## src/rtl/debounce_multi.sv

```systemverilog
// Multi-channel input debouncer: 2-flop synchronizer, per-channel stability counter,
// registered edge pulses. Optional sticky events + irq under DEBOUNCE_MULTI_EVT_IRQ_EN.
module debounce_multi #(
    parameter int   NUM_CH   = 2,
    parameter int   DB_CNT   = 25,
    parameter logic INIT_VAL = 1'b0
) (
    input  logic              clk,
    input  logic              reset,
    input  logic [NUM_CH-1:0] din,
    output logic [NUM_CH-1:0] dout,
    output logic [NUM_CH-1:0] rise_pulse,
    output logic [NUM_CH-1:0] fall_pulse,
    output logic [NUM_CH-1:0] evt_status,
    input  logic [NUM_CH-1:0] evt_clr,
    input  logic [NUM_CH-1:0] irq_mask,
    output logic              irq
);

    localparam int               CNT_W   = $clog2(DB_CNT + 1);
    localparam logic [CNT_W-1:0] CNT_MAX = CNT_W'(DB_CNT - 1);

    logic [NUM_CH-1:0] s1;
    logic [NUM_CH-1:0] s2;
    logic [CNT_W-1:0]  cnt     [NUM_CH];
    logic [CNT_W-1:0]  cnt_nxt [NUM_CH];
    logic [NUM_CH-1:0] dout_nxt;

    // Counter only runs while the synchronized level disagrees with dout;
    // agreement at any point restarts the stability window.
    always_comb begin
        dout_nxt = dout;
        for (int i = 0; i < NUM_CH; i++) begin
            cnt_nxt[i] = '0;
            if (s2[i] != dout[i]) begin
                if (cnt[i] == CNT_MAX) begin
                    dout_nxt[i] = s2[i];
                end else begin
                    cnt_nxt[i] = cnt[i] + 1'b1;
                end
            end
        end
    end

    always_ff @(posedge clk) begin
        if (reset) begin
            s1         <= {NUM_CH{INIT_VAL}};
            s2         <= {NUM_CH{INIT_VAL}};
            dout       <= {NUM_CH{INIT_VAL}};
            rise_pulse <= '0;
            fall_pulse <= '0;
            for (int i = 0; i < NUM_CH; i++) begin
                cnt[i] <= '0;
            end
        end else begin
            // stage 1/2: synchronizer
            s1         <= din;
            s2         <= s1;
            // stage 3: debounced level and its edge pulses
            dout       <= dout_nxt;
            rise_pulse <= dout_nxt & ~dout;
            fall_pulse <= ~dout_nxt & dout;
            for (int i = 0; i < NUM_CH; i++) begin
                cnt[i] <= cnt_nxt[i];
            end
        end
    end

`ifdef DEBOUNCE_MULTI_EVT_IRQ_EN
    logic [NUM_CH-1:0] evt_q;

    // A new edge event outranks a clear arriving in the same cycle.
    always_ff @(posedge clk) begin
        if (reset) begin
            evt_q <= '0;
        end else begin
            evt_q <= (evt_q & ~evt_clr) | rise_pulse | fall_pulse;
        end
    end

    assign evt_status = evt_q;
    assign irq        = |(evt_q & irq_mask);
`else
    logic unused_evt_in;

    assign unused_evt_in = ^{evt_clr, irq_mask};
    assign evt_status    = '0;
    assign irq           = 1'b0;
`endif

endmodule
```

## config.mk

```make
export PLATFORM = sky130hd
export DESIGN_NAME = debounce_multi
export DESIGN_NICKNAME = d
export VERILOG_FILES = /design/src/rtl/debounce_multi.sv
export SDC_FILE = /design/constraint.sdc
export NUM_CORES = 1
export LEC_CHECK = 0
export BUFFER_PORTS_ARGS = -buffer_cell sky130_fd_sc_hd__buf_2
export CAP_MARGIN = 30
export CORE_MARGIN = 2
export CORE_UTILIZATION = 50
export CTS_CLUSTER_DIAMETER = 50
export CTS_CLUSTER_SIZE = 28
export DETAILED_ROUTE_END_ITERATION = 10
export PLACE_DENSITY = 0.84
export SYNTH_ARGS = -nofsm -noshare
export SYNTH_HDL_FRONTEND = slang
export SYNTH_SLANG_ARGS = --single-unit
export TNS_END_PERCENT = 100
```

## constraint.sdc

```tcl
create_clock -name clk -period 1.3 [get_ports clk]
set_input_delay 0 -clock clk [delete_from_list [all_inputs] [get_ports clk]]
set_output_delay 0 -clock clk [all_outputs]
set_load 0.02 [all_outputs]
```

==> metrics <==
worst-skew pair later-pin latency=0.30 ns; Core Rows=14; Setup TNS Final=0 ns; CTS Buf Count=3; DR WL/cell=11.9 um; R2R Setup Slk=0.12 ns; worst slack at placement=0.104 ns; TritonCTS clock tree=yes; TritonCTS Sinks=20; final wirelength=1260 um; Max Cap Violations=0; RSZ-0062 raised after global routing=false; nets@finish=103; die footprint=1890 um^2; synthesized area per cell=10.5 um^2; largest net degree at the start of global routing=12; Reg-to-Reg Start=cnt[0][0]$_SDFF_PP0_; layout cell share with drive strength beyond 1=18.9%; sequential area share after synthesis=51.4%; first-pass GRT wire length=2080 um; Seq. cell area=400 um^2; hold path depth=1; worst path arrival time=1.38 ns; CP startpoint kind=flop; yosys warns=0; #FFs+latches synth=20; hold slack=0.462 ns; grt total ovfl=0; vias in the first global route=508; Period Utilization, post-route=90.6%; required time of the worst setup path=1.51 ns; fin cells=106; Final Hold Viols=0; clock buffer depth=2; Initial Util=52.4%; Die H=43.5 um; IO Port Bufs=9; detailed placement HPWL=818 um; mapped cell area=779 um^2; status=finished, final reports clean; Root Buffer=clkbuf_4; H-Tree Level Count=1; WHS Endpoint=s2[0]$_SDFF_PP0_; DP Cell Count=97; n_diodes=0; drt first pass iters=3; CP cell instances=inv_1 -> ha_1 -> nand4b_4 -> mux2i_1 -> nor2_1; drt drc=0; initial antenna violation count=0; via count=525; Reg-to-Reg End=dout[0]$_SDFF_PP0_; core area=1490 um^2; Fillers=107; Critical Path End Type=flop; Worst Hold Launch=s1[0]$_SDFF_PP0_; Clock Skews=0.00586 ns; number of I/O pins=17; Final Max Tran Viols=0; Via density=4.95; DRT antenna net count=0; maximum vdd drop=0.920 mV; gpl congestion=0.718; f_max=849 MHz; leakage=0.393 nW; Worst Reg2Reg Path Length in Cells=5; Yosys cell types=14; pwr/cell area=1120 nW/um^2; Largest stage delay, worst path=0.40 ns; worst min-delay path category=reg2reg; clock-pin slew of the registers on the worst-case setup and hold paths=0.11 ns; crit-path max FO=4; DR iter-0 viols=4; Final Setup Violations=0; area occupied by multi-input gates=344 um^2; global-route usage over all layers=14.7%; Setup CP Type=reg2reg; cell with the biggest individual delay on the critical path=dfxtp_1; final worst slack=0.122 ns; cells after synthesis=74; area delta synth->final=18.3%; Die Width=43.5 um; Tmin final=1.18 ns
-- flip-flops by register name, summed over array words and instances (netlist names) --
name	cells
rise_pulse	2
cnt	10
s2	2
dout	2
s1	2
fall_pulse	2
-- cell families after synthesis --
kind of cell | after synthesis | share of synthesized area (%)
XOR/XNOR | 8 | 8.99
buffers and inverters | 11 | 6.74
AND/OR/NAND/NOR | 28 | 23.4
adder cells (fa/ha/maj) | 4 | 6.42
flip-flops | 20 | 51.4
multiplexers | 2 | 2.57
other | 1 | 0.481
-- metrics by stage --
step,total power (W),utilization [%],cell area [um^2]
after floorplan,0.000670,-,787
after global placement,0.000670,55.5,826
after detailed placement,0.000672,55.5,826
after CTS,0.00103,61.3,912
after global routing,0.00106,61.9,922
final,0.00103,61.9,922
-- where the power goes --
part | leakage (nW) | total, W | switching (W) | internal, W
Sequential | 0.162 | 0.000626 | 0.00000565 | 0.000620
Clock | 0.0210 | 0.000360 | 0.000189 | 0.000171
Combinational | 0.210 | 0.0000465 | 0.0000251 | 0.0000214
Total | 0.393 | 0.00103 | 0.000219 | 0.000813
-- layer usage --
layer  share of wire (%)  global-route usage [%]  routed length [um]
met4                 1.7                    7.27                  22
met2                  52                    26.3                 658
met3                 2.3                    1.25                  29
met5                   0                       0                   0
met1                  44                    17.6                 549
-- Yosys cell counts (all sizes together) --
cell type   n  area (um^2)
buf         3         22.5
clkbuf      1         3.75
conb        1         3.75
dfxtp      20          400
ha          4         50.1
inv         7         26.3
mux2i       2         20.0
nand3       6         30.0
nand4b      2         47.6
nor2       12         45.0
nor2b       4         25.0
nor4b       4         35.0
xnor2       2         17.5
xor2        6         52.6
-- critical path, delay by kind of cell, from the launching register on --
kind | cells | cell delay [ns]
fa+ha+maj | 1 | 0.22
buf+inv | 1 | 0.06
flops | 1 | 0.40
mux | 1 | 0.21
simple gates | 2 | 0.19
-- repair_timing --
item / CTS / global route
buffers inserted: 0 / 0
hold endpoints to repair: 6 / 0
setup endpoints to repair: 0 / 3
hold buffers: 5 / 0
gates resized for setup: 0 / 2
-- how the worst max path moves through the flow --
stage,from,endpoint,slack (ns),cells past startpoint
after floorplan,cnt[0][0]$_SDFF_PP0_,dout[0]$_SDFF_PP0_,0.24,5
after global placement,cnt[0][5]$_SDFF_PP0_,cnt[0][8]$_SDFF_PP0_,0.17,5
after detailed placement,cnt[0][5]$_SDFF_PP0_,cnt[0][8]$_SDFF_PP0_,0.10,5
after CTS,cnt[0][5]$_SDFF_PP0_,cnt[0][8]$_SDFF_PP0_,0.08,5
after global routing,cnt[0][0]$_SDFF_PP0_,cnt[0][0]$_SDFF_PP0_,0.04,5
final,cnt[0][0]$_SDFF_PP0_,dout[0]$_SDFF_PP0_,0.12,5
-- cells in the final DEF, fill, tap and decap left out, drive strengths merged --
| cell type | n |
|---|---|
| buf | 9 |
| clkbuf | 4 |
| conb | 3 |
| dfxtp | 20 |
| dlygate4sd3 | 5 |
| ha | 4 |
| inv | 7 |
| mux2i | 2 |
| nand3 | 6 |
| nand4b | 2 |
| nor2 | 12 |
| nor2b | 4 |
| nor4b | 4 |
| xnor2 | 2 |
| xor2 | 6 |
-- final cells by class --
type,instances,area share (%)
Sequential cell,20,43.4
Timing Repair Buffer,14,10.3
Clock buffer,4,3.93
Multi-Input combinational cell,45,37.3
Tap cell,16,2.17
Inverter,7,2.85
Note: power is estimated with default switching activity, not from simulation.
